$ cat src/rtl/imem_loader.sv
// Boot-time instruction memory loader: unpacks a framed byte stream [N][4*N bytes][C]
// into 32-bit words written from address 0, and holds the CPU in reset until the frame checks out.
module imem_loader #(
    parameter int ADDR_W = 6,
    parameter int DEPTH  = 64
) (
    input  logic              clk,
    input  logic              reset,
    input  logic              in_valid,
    input  logic [7:0]        in_data,
    output logic              in_ready,
    output logic              imem_we,
    output logic [ADDR_W-1:0] imem_addr,
    output logic [31:0]       imem_wd,
    output logic              cpu_hold,
    output logic              done,
    output logic              error,
    output logic [6:0]        words_loaded
);

    typedef enum logic [2:0] {
        S_IDLE,
        S_LOAD,
        S_CHECK,
        S_DONE,
        S_ERROR
    } state_t;

    state_t            r_state;
    state_t            w_next;
    logic [6:0]        r_n;
    logic [7:0]        r_acc;
    logic [23:0]       r_word;
    logic [1:0]        r_byte_idx;
    logic              r_we;
    logic [ADDR_W-1:0] r_addr;
    logic [31:0]       r_wd;
    logic [6:0]        r_words_loaded;
    logic              r_hold;
    logic              r_done;
    logic              r_error;

    logic              w_accept;
    logic              w_count_ok;
    logic              w_word_done;
    logic              w_last_word;

    // NOTE: every signal assigned in this always_comb gets a default first, so no latch is inferred.
    always_comb begin
        w_next      = r_state;
        in_ready    = (r_state == S_IDLE) || (r_state == S_LOAD) || (r_state == S_CHECK);
        w_accept    = in_valid && in_ready;
        w_count_ok  = (in_data != 8'd0) && (int'(in_data) <= DEPTH);
        w_word_done = w_accept && (r_state == S_LOAD) && (r_byte_idx == 2'd3);
        w_last_word = w_word_done && ((r_words_loaded + 7'd1) == r_n);

        case (r_state)
            S_IDLE:  if (w_accept) w_next = w_count_ok ? S_LOAD : S_ERROR;
            S_LOAD:  if (w_last_word) w_next = S_CHECK;
            S_CHECK: if (w_accept) w_next = (in_data == r_acc) ? S_DONE : S_ERROR;
            S_DONE:  w_next = S_DONE;
            S_ERROR: w_next = S_ERROR;
            default: w_next = S_ERROR;
        endcase
    end

    // NOTE: sequential state uses non-blocking assignments so every register samples pre-edge values.
    always_ff @(posedge clk) begin
        if (reset) r_state <= S_IDLE;
        else       r_state <= w_next;
    end

    // Datapath: byte packing, checksum accumulation and the registered write port.
    always_ff @(posedge clk) begin
        if (reset) begin
            r_n            <= '0;
            r_acc          <= '0;
            r_word         <= '0;
            r_byte_idx     <= '0;
            r_we           <= 1'b0;
            r_addr         <= '0;
            r_wd           <= '0;
            r_words_loaded <= '0;
            r_hold         <= 1'b1;
            r_done         <= 1'b0;
            r_error        <= 1'b0;
        end else begin
            r_we    <= 1'b0;
            r_done  <= (w_next == S_DONE);
            r_error <= (w_next == S_ERROR);
            r_hold  <= (w_next != S_DONE);

            if (w_accept && (r_state == S_IDLE) && w_count_ok) begin
                r_n   <= in_data[6:0];
                r_acc <= in_data;
            end

            if (w_accept && (r_state == S_LOAD)) begin
                r_word     <= {r_word[15:0], in_data};
                r_acc      <= r_acc ^ in_data;
                r_byte_idx <= r_byte_idx + 2'd1;
            end

            // The strobe and the word count advance together, one cycle after the 4th byte.
            if (w_word_done) begin
                r_we           <= 1'b1;
                r_addr         <= r_words_loaded[ADDR_W-1:0];
                r_wd           <= {r_word, in_data};
                r_words_loaded <= r_words_loaded + 7'd1;
            end
        end
    end

    assign imem_we      = r_we;
    assign imem_addr    = r_addr;
    assign imem_wd      = r_wd;
    assign cpu_hold     = r_hold;
    assign done         = r_done;
    assign error        = r_error;
    assign words_loaded = r_words_loaded;

endmodule

$ cat config.mk
export PLATFORM = sky130hd
export DESIGN_NAME = imem_loader
export DESIGN_NICKNAME = d
export VERILOG_FILES = /design/src/rtl/imem_loader.sv
export SDC_FILE = /design/constraint.sdc
export NUM_CORES = 1
export LEC_CHECK = 0
export BUFFER_PORTS_ARGS = -buffer_cell sky130_fd_sc_hd__buf_2
export CORE_MARGIN = 2
export CORE_UTILIZATION = 56
export DETAILED_ROUTE_END_ITERATION = 8
export GPL_TIMING_DRIVEN = 0
export PLACE_DENSITY = 0.79
export SYNTH_ARGS = -nofsm -noshare
export SYNTH_HDL_FRONTEND = slang
export SYNTH_SLANG_ARGS = --single-unit
export TNS_END_PERCENT = 30
$ cat constraint.sdc
create_clock -name clk -period 2.68 [get_ports clk]
set_clock_uncertainty 0.2 [all_clocks]
set_input_delay 0.268 -clock clk [delete_from_list [all_inputs] [get_ports clk]]
set_output_delay 0.268 -clock clk [all_outputs]
set_load 0.02 [all_outputs]
==> run_summary.xml, run 1 <==
<?xml version="1.0" encoding="UTF-8"?>
<metrics>
  <group name="outcome">
    <metric name="status" unit="">finished with violations</metric>
    <metric name="failed_checks" unit="">DRC</metric>
  </group>
  <group name="final_layout">
    <metric name="layout.cells.non_filler" unit="">620</metric>
    <metric name="antenna-diode-count" unit="">0</metric>
    <metric name="mostFrequentLayoutCells" unit="">sky130_fd_sc_hd__nand2_1, sky130_fd_sc_hd__dfxtp_1, sky130_fd_sc_hd__a21oi_1</metric>
    <metric name="drive_gt1_share" unit="%">15.7</metric>
    <metric name="nNetsFinal" unit="">551</metric>
    <metric name="flow.area_growth_from_synthesis" unit="%">15.2</metric>
    <metric name="final_instance_area" unit="sq mm">0.00431</metric>
    <metric name="layout.cells.most_common" unit="">sky130_fd_sc_hd__nand2_1</metric>
  </group>
  <group name="global_route">
    <metric name="grt_use_total" unit="%">24.2</metric>
    <metric name="grt_start_max_net_pins" unit="">17</metric>
    <metric name="gr-total-overflow" unit="">0</metric>
    <metric name="grt_antenna_before_repair" unit="">0</metric>
    <metric name="grt_first_pass_wirelength" unit="mm">14.2</metric>
    <metric name="first_global_vias" unit="">3065</metric>
  </group>
  <group name="die">
    <metric name="floorplan.die_area" unit="sq mm">0.00735</metric>
    <metric name="start_util" unit="%">58.3</metric>
    <metric name="fp.dieH" unit="microns">85.8</metric>
    <metric name="die_w" unit="microns">85.8</metric>
    <metric name="rows" unit="">29</metric>
    <metric name="io-pin-count" unit="">61</metric>
    <metric name="floorplan.core_area" unit="sq mm">0.00642</metric>
  </group>
  <group name="worst_setup_path">
    <metric name="worst_setup_path_start_kind" unit="">flop</metric>
    <metric name="worst-endpoint-arrival" unit="ns">2.38</metric>
    <metric name="timing.reg2reg.setup_slack" unit="ns">0.35</metric>
    <metric name="timing.critical_path.fanout_max" unit="">9</metric>
    <metric name="crit_type" unit="">reg2reg</metric>
    <metric name="cp-end-kind" unit="">flop</metric>
    <metric name="critPathRequiredTime" unit="ns">2.73</metric>
  </group>
  <group name="clocking">
    <metric name="cts.clk_slew.worst_paths" unit="ns">0.09</metric>
    <metric name="cts.sinks" unit="">93</metric>
    <metric name="clock_tree.root_cell" unit="">sky130_fd_sc_hd__clkbuf_8</metric>
    <metric name="tritoncts" unit="">yes</metric>
    <metric name="cts.path.max_buffers" unit="">2</metric>
    <metric name="numCtsBuffers" unit="">9</metric>
    <metric name="htreeDepth" unit="">3</metric>
    <metric name="clkLatencyLatePin" unit="ns">0.36</metric>
    <metric name="cts_resizes" unit="">0</metric>
  </group>
  <group name="placed_design">
    <metric name="routabilityCongestion" unit="">0.874</metric>
    <metric name="detailed_place.area" unit="sq mm">0.00410</metric>
    <metric name="port-buffer-count" unit="">53</metric>
    <metric name="hpwlAfterDp" unit="mm">6.28</metric>
    <metric name="placedCellCount" unit="">603</metric>
  </group>
  <group name="power">
    <metric name="power.ir.vdd_worst" unit="mV">0.405</metric>
    <metric name="power_density" unit="mW/mm^2">571</metric>
    <metric name="power.share.switching" unit="%">24.0</metric>
    <metric name="clock_power_share" unit="%">38.0</metric>
    <metric name="comb_power_share" unit="%">5.0</metric>
    <metric name="switching_power" unit="uW">591</metric>
    <metric name="power_leakage" unit="uW">0.00160</metric>
    <metric name="total_power" unit="uW">2460</metric>
    <metric name="power_frac_seq" unit="%">57.0</metric>
    <metric name="cellInternalPower" unit="uW">1870</metric>
  </group>
  <group name="synth">
    <metric name="synth_enable_flop_cells" unit="">0</metric>
    <metric name="synth_cells" unit="">473</metric>
    <metric name="post-synth-top-area-cell" unit="">sky130_fd_sc_hd__dfxtp_1</metric>
    <metric name="synth_sequential_area_ratio" unit="%">49.7</metric>
    <metric name="synth-warning-count" unit="">0</metric>
    <metric name="synth.top_cells.by_area" unit="">sky130_fd_sc_hd__dfxtp_1, sky130_fd_sc_hd__nand2_1, sky130_fd_sc_hd__a21oi_1</metric>
    <metric name="ys_ff_latch" unit="">93</metric>
    <metric name="netlist.area_leader.share" unit="%">49.7</metric>
    <metric name="postSynthAreaPerCell" unit="sq um">7.91</metric>
    <metric name="mappedNetlistNets" unit="">486</metric>
    <metric name="yosys_most_used_dff" unit="">sky130_fd_sc_hd__dfxtp_1</metric>
    <metric name="synth-async-reset-ratio" unit="%">0</metric>
    <metric name="synth.lib_cells_used.distinct" unit="">39</metric>
    <metric name="mappedNetlistArea" unit="sq mm">0.00374</metric>
  </group>
  <group name="sta">
    <metric name="slew_violations" unit="">0</metric>
    <metric name="total_negative_slack_for_setup_checks" unit="ns">0</metric>
    <metric name="min_period_over_period" unit="%">86.8</metric>
    <metric name="rsz0062_at_grt" unit="">false</metric>
    <metric name="timing_worst_slew_pin_value" unit="ns">0.585</metric>
    <metric name="slew_headroom" unit="%">61.0</metric>
    <metric name="report.final.hold_viol_count" unit="">0</metric>
    <metric name="hold_slack" unit="ns">0.0140</metric>
    <metric name="clock.fmax" unit="MHz">430</metric>
    <metric name="finalWorstPathRequiredPeriod" unit="ns">2.33</metric>
    <metric name="timing.final.setup_violations" unit="">0</metric>
  </group>
  <group name="route">
    <metric name="routed_wire_length_per_instance" unit="microns">14.1</metric>
    <metric name="vias" unit="">3384</metric>
    <metric name="dr.pass1.iters" unit="">9</metric>
    <metric name="post-route-drc-count" unit="">4</metric>
    <metric name="route.detailed.vias_per_inst" unit="">5.46</metric>
    <metric name="drt_iter0_drc" unit="">246</metric>
    <metric name="route.final.wire_length" unit="mm">8.75</metric>
    <metric name="drtAntennaViolNets" unit="">0</metric>
  </group>
  <group name="hold_path">
    <metric name="classification_of_the_worst_slack_hold_path" unit="">in2reg</metric>
  </group>
  <group name="run">
    <metric name="drv_cap" unit="">0</metric>
  </group>
</metrics>
==> layout make-up <==
class                   instances  area, sq um
well taps                      77         96.3
flip-flops and latches         93         1860
repair buffers                 54          275
fillers                       568         2110
inverters                       6         22.5
multi-input cells             337         1690
plain buffers                  37          169
clock inverters                 6         70.1
clock buffers                  10          128
==> state kept, by name, indices dropped and copies added, names as in the netlist <==
name,count
done,1
imem_wd,32
r_acc,8
r_word,24
cpu_hold,1
error,1
r_state,3
imem_addr,6
r_n,7
imem_we,1
r_byte_idx,2
words_loaded,7
==> kinds of logic (layout without fill, tap and decap cells) <==
kind of cell               after synthesis  count (layout)  share of synthesized area (%)
xor gates and xnor gates                23              23                           5.38
DFF                                     93              93                           49.7
AOI/OAI and AO/OA                      103             103                           15.5
buffers and inverters                   43             113                           5.12
adders and majority gates                2               2                          0.669
and+or+nand+nor                        209             209                           23.6
==> stage by stage <==
step | utilization [%] | setup WS, ns
2_1_floorplan | - | 0.496
3_3_place_gp | 63.9 | 0.449
3_5_place_dp | 63.9 | 0.382
4_1_cts | 67.1 | 0.362
5_1_grt | 67.1 | 0.236
6_report | 67.1 | 0.353
==> path summary, 6_finish.rpt <==
path | startpoint | end | cells after the start
worst max-delay path | words_loaded[0]$_SDFFE_PP0P_ | r_state[0]$_SDFF_PP0_ | 6
worst min register to register | imem_addr[3]$_SDFFE_PP0P_ | imem_addr[3]$_SDFFE_PP0P_ | 2
worst max register to register | words_loaded[0]$_SDFFE_PP0P_ | r_state[0]$_SDFF_PP0_ | 6
worst min-delay path | in_data[5] | imem_wd[5]$_SDFFE_PP0P_ | 3
==> per-layer routing <==
layer  global-route usage (%)  vias to the layer above  share of wire (%)
met1                     31.8                     1566                 45
met3                     4.14                       12                5.7
met4                     9.24                        0                1.2
met2                     40.1                      109                 48
met5                        0                        -                  0
li1                         -                     1697                  -
==> worst max-delay path, stage by stage, from the launching register on <==
cell	delay, ns
sky130_fd_sc_hd__dfxtp_1	0.43
sky130_fd_sc_hd__ha_1	0.24
sky130_fd_sc_hd__clkbuf_1	0.21
sky130_fd_sc_hd__or4_1	0.54
sky130_fd_sc_hd__a31oi_1	0.20
sky130_fd_sc_hd__o22ai_1	0.14
sky130_fd_sc_hd__o221a_1	0.27
==> cells in the mapped netlist, types with 3 or more instances <==
cell                       number
sky130_fd_sc_hd__nand2_1      151
sky130_fd_sc_hd__dfxtp_1       93
sky130_fd_sc_hd__a21oi_1       80
sky130_fd_sc_hd__clkbuf_1      24
sky130_fd_sc_hd__nor2_1        20
sky130_fd_sc_hd__xnor2_1       17
sky130_fd_sc_hd__nand3_1       13
sky130_fd_sc_hd__buf_2          6
sky130_fd_sc_hd__inv_1          6
sky130_fd_sc_hd__nand4_1        6
sky130_fd_sc_hd__xor2_1         6
sky130_fd_sc_hd__buf_1          4
sky130_fd_sc_hd__nor3_1         4
sky130_fd_sc_hd__o21ai_0        4
sky130_fd_sc_hd__o311ai_0       4
sky130_fd_sc_hd__a21oi_2        3
sky130_fd_sc_hd__a31oi_1        3
sky130_fd_sc_hd__buf_6          3
sky130_fd_sc_hd__nor2b_1        3
==> power by group through the flow <==
| stage | Clock [uW] | Combinational (uW) | Sequential [uW] |
|---|---|---|---|
| finish | 936 | 122 | 1400 |
| global route | 999 | 134 | 1410 |
| CTS | 948 | 121 | 1400 |
| detailed placement | 0 | 119 | 1440 |
| global placement | 0 | 116 | 1440 |
| floorplan | 0 | 84.1 | 1440 |
==> timing repair <==
action,4_1_cts,5_1_grt
hold buffers,1,0
endpoints found under the hold margin,1,0
setup buffers,0,0
Power figures use the tool's default switching activity.
==> run 2, diff against run 1 <==
--- a/config.mk
+++ b/config.mk
@@ -7,2 +7,3 @@
 export LEC_CHECK = 0
+export ABC_AREA = 1
 export BUFFER_PORTS_ARGS = -buffer_cell sky130_fd_sc_hd__buf_2
--- a/constraint.sdc
+++ b/constraint.sdc
@@ -4,2 +4,2 @@
 set_output_delay 0.268 -clock clk [all_outputs]
-set_load 0.02 [all_outputs]
+set_load 0.1 [all_outputs]
==> run_summary.xml, run 2 <==
<?xml version="1.0" encoding="UTF-8"?>
<metrics>
  <group name="global_route">
    <metric name="first_global_vias" unit="">3137</metric>
    <metric name="grt_first_pass_wirelength" unit="mm">15.0</metric>
    <metric name="gr-total-overflow" unit="">0</metric>
    <metric name="grt_start_max_net_pins" unit="">19</metric>
    <metric name="grt_use_total" unit="%">25.8</metric>
    <metric name="grt_antenna_before_repair" unit="">0</metric>
  </group>
  <group name="sta">
    <metric name="timing_worst_slew_pin_value" unit="ns">0.578</metric>
    <metric name="slew_headroom" unit="%">61.5</metric>
    <metric name="slew_violations" unit="">0</metric>
    <metric name="total_negative_slack_for_setup_checks" unit="ns">0</metric>
    <metric name="finalWorstPathRequiredPeriod" unit="ns">1.96</metric>
    <metric name="clock.fmax" unit="MHz">510</metric>
    <metric name="min_period_over_period" unit="%">73.1</metric>
    <metric name="rsz0062_at_grt" unit="">false</metric>
    <metric name="timing.final.setup_violations" unit="">0</metric>
    <metric name="report.final.hold_viol_count" unit="">0</metric>
  </group>
  <group name="worst_setup_path">
    <metric name="critical-path-top-cell-by-count" unit="">sky130_fd_sc_hd__nand2_1</metric>
    <metric name="timing.critical_path.from" unit="">words_loaded[1]$_SDFFE_PP0P_</metric>
    <metric name="crit_type" unit="">reg2reg</metric>
    <metric name="critPathRequiredTime" unit="ns">2.72</metric>
    <metric name="setup.worst_path.end" unit="">r_state[0]$_SDFF_PP0_</metric>
    <metric name="worst-endpoint-arrival" unit="ns">2.00</metric>
    <metric name="worstPathCellList" unit="">ha_1 -&gt; nand4_1 -&gt; nand2_1 -&gt; nand2_1 -&gt; nand2_1 -&gt; nand2_1 -&gt; nor2_1 -&gt; nand2_1 -&gt; nand2_1 -&gt; a21oi_1</metric>
    <metric name="cp-end-kind" unit="">flop</metric>
    <metric name="worst_setup_path_start_kind" unit="">flop</metric>
    <metric name="r2r_end" unit="">r_state[0]$_SDFF_PP0_</metric>
    <metric name="timing.reg2reg.setup_slack" unit="ns">0.72</metric>
    <metric name="r2r.worst_path.cells" unit="">10</metric>
    <metric name="timing.critical_path.fanout_max" unit="">7</metric>
    <metric name="worstReg2RegStart" unit="">words_loaded[1]$_SDFFE_PP0P_</metric>
    <metric name="max_stage_delay" unit="ns">0.46</metric>
    <metric name="worst_path_max_delay_cell" unit="">sky130_fd_sc_hd__dfxtp_1</metric>
  </group>
  <group name="power">
    <metric name="total_power" unit="uW">2500</metric>
    <metric name="power_leakage" unit="uW">0.00204</metric>
    <metric name="power_density" unit="mW/mm^2">567</metric>
    <metric name="power.ir.vdd_worst" unit="mV">0.273</metric>
  </group>
  <group name="final_layout">
    <metric name="nNetsFinal" unit="">580</metric>
    <metric name="layout.cells.most_common" unit="">sky130_fd_sc_hd__nand2_1</metric>
    <metric name="flow.area_growth_from_synthesis" unit="%">15.3</metric>
    <metric name="filler_cell_count" unit="">603</metric>
    <metric name="antenna-diode-count" unit="">0</metric>
    <metric name="flip_flop_count_of_the_largest_register_all_copies_and_words_added" unit="">32</metric>
    <metric name="drive_gt1_share" unit="%">20.6</metric>
    <metric name="mostFrequentLayoutCells" unit="">sky130_fd_sc_hd__nand2_1, sky130_fd_sc_hd__dfxtp_1, sky130_fd_sc_hd__buf_2</metric>
  </group>
  <group name="die">
    <metric name="die_w" unit="microns">86.7</metric>
    <metric name="start_util" unit="%">57.0</metric>
    <metric name="fp.dieH" unit="microns">86.7</metric>
    <metric name="rows" unit="">30</metric>
    <metric name="io-pin-count" unit="">61</metric>
    <metric name="floorplan.die_area" unit="sq mm">0.00751</metric>
    <metric name="floorplan.core_area" unit="sq mm">0.00672</metric>
  </group>
  <group name="clocking">
    <metric name="cts-hold-fix-buffers" unit="">0</metric>
    <metric name="cts.sinks" unit="">93</metric>
    <metric name="htreeDepth" unit="">3</metric>
    <metric name="numCtsBuffers" unit="">9</metric>
    <metric name="cts.clk_slew.worst_paths" unit="ns">0.10</metric>
    <metric name="clkLatencyLatePin" unit="ns">0.37</metric>
    <metric name="tritoncts" unit="">yes</metric>
    <metric name="clock_tree.root_cell" unit="">sky130_fd_sc_hd__clkbuf_8</metric>
    <metric name="post_cts_buffers" unit="">0</metric>
    <metric name="cts_resizes" unit="">0</metric>
    <metric name="cts.path.max_buffers" unit="">2</metric>
  </group>
  <group name="synth">
    <metric name="post-synth-top-area-cell" unit="">sky130_fd_sc_hd__dfxtp_1</metric>
    <metric name="mappedNetlistArea" unit="sq mm">0.00383</metric>
    <metric name="netlist.area_leader.share" unit="%">48.6</metric>
    <metric name="postSynthAreaPerCell" unit="sq um">7.70</metric>
    <metric name="synth_enable_flop_cells" unit="">0</metric>
    <metric name="mappedNetlistNets" unit="">510</metric>
    <metric name="synth_sequential_area_ratio" unit="%">48.6</metric>
    <metric name="yosys_most_used_dff" unit="">sky130_fd_sc_hd__dfxtp_1</metric>
    <metric name="synth.top_cells.by_area" unit="">sky130_fd_sc_hd__dfxtp_1, sky130_fd_sc_hd__nand2_1, sky130_fd_sc_hd__a21oi_1</metric>
    <metric name="ys_ff_latch" unit="">93</metric>
    <metric name="synth_cells" unit="">497</metric>
    <metric name="synth.lib_cells_used.distinct" unit="">28</metric>
    <metric name="synth.cells.most_frequent" unit="">sky130_fd_sc_hd__nand2_1, sky130_fd_sc_hd__dfxtp_1, sky130_fd_sc_hd__a21oi_1</metric>
    <metric name="synth-warning-count" unit="">0</metric>
    <metric name="synth.most_common_cell" unit="">sky130_fd_sc_hd__nand2_1</metric>
    <metric name="synth-async-reset-ratio" unit="%">0</metric>
  </group>
  <group name="route">
    <metric name="dr.pass1.iters" unit="">4</metric>
    <metric name="drtAntennaViolNets" unit="">0</metric>
    <metric name="route.detailed.vias_per_inst" unit="">5.40</metric>
    <metric name="post-route-drc-count" unit="">0</metric>
    <metric name="drt_iter0_drc" unit="">266</metric>
    <metric name="routed_wire_length_per_instance" unit="microns">14.3</metric>
    <metric name="route.final.wire_length" unit="mm">9.35</metric>
    <metric name="vias" unit="">3521</metric>
  </group>
  <group name="hold_path">
    <metric name="classification_of_the_worst_slack_hold_path" unit="">in2reg</metric>
  </group>
  <group name="placed_design">
    <metric name="routabilityCongestion" unit="">0.908</metric>
    <metric name="hpwlAfterDp" unit="mm">6.86</metric>
    <metric name="port-buffer-count" unit="">59</metric>
  </group>
  <group name="outcome">
    <metric name="status" unit="">completed</metric>
  </group>
  <group name="run">
    <metric name="drv_cap" unit="">0</metric>
  </group>
</metrics>
-- run 2: changes by cell type after synthesis, sizes merged, moves of 29 or more --
cell / before / now
a21oi: 83 / 54
inv: 6 / 44
o21ai: 4 / 58
nor2: 20 / 57
nand3: 13 / 47
nand2: 151 / 97
-- run 2: layer usage --
layer	GRT usage [%]	part of all wire (%)	wire length, microns
met5	0	0	0
met4	10.8	2.0	186
met3	6.00	6.1	572
met2	40.8	48	4490
met1	34.1	44	4100
-- run 2: area by class of cell --
cell class              count  area [sq um]  share of cell area (%)
well taps                  80           100                    2.27
clock buffers               9           124                    2.81
inverters                  45           169                    3.83
plain buffers              27           143                    3.23
repair buffers             59           295                    6.69
clock inverters             7          66.3                    1.50
multi-input cells         332          1660                    37.5
flip-flops and latches     93          1860                    42.2
-- run 2: cell families after synthesis --
kind of cell               after synthesis  synth area share, %
and+or+nand+nor                        206                 24.2
AOI/OAI and AO/OA                      114                 16.0
DFF                                     93                 48.6
buffers and inverters                   72                 8.14
xor gates and xnor gates                10                 2.29
adders and majority gates                2                0.653
-- run 2: worst min-delay path by stage --
stage	start	endpoint	depth (start not counted)
after floorplan	in_data[0]	imem_wd[0]$_SDFFE_PP0P_	2
after global placement	r_byte_idx[0]$_SDFFE_PP0N_	r_byte_idx[0]$_SDFFE_PP0N_	1
after detailed placement	r_word[19]$_SDFFE_PP0N_	r_word[19]$_SDFFE_PP0N_	2
after CTS	in_data[1]	imem_wd[1]$_SDFFE_PP0P_	3
after global routing	in_data[5]	r_n[5]$_SDFFE_PP0P_	3
final	in_data[5]	r_n[5]$_SDFFE_PP0P_	3
-- run 2: through the flow --
stage	worst slack, ns	std cells	util (%)	hold slack [ns]	cell area [sq um]
5_1_grt	0.561	652	65.7	0.0147	4410
2_1_floorplan	0.160	497	-	0.171	3830
6_report	0.721	652	65.7	0.0109	4410
3_3_place_gp	0.813	636	62.9	0.245	4220
3_5_place_dp	0.773	636	62.9	0.256	4220
4_1_cts	0.750	652	65.7	0.00264	4410
-- run 2: power breakdown --
| group | switching, uW | internal (uW) |
|---|---|---|
| registers | 15.0 | 1400 |
| clock network | 554 | 361 |
| logic | 123 | 48.1 |
| total | 692 | 1810 |
-- run 2: critical path, delay by kind of cell, from the launching register on --
family          cells  cell delay [ns]
flops               1             0.46
compound gates      1             0.06
fa+ha+maj           1             0.33
simple gates        8             0.78
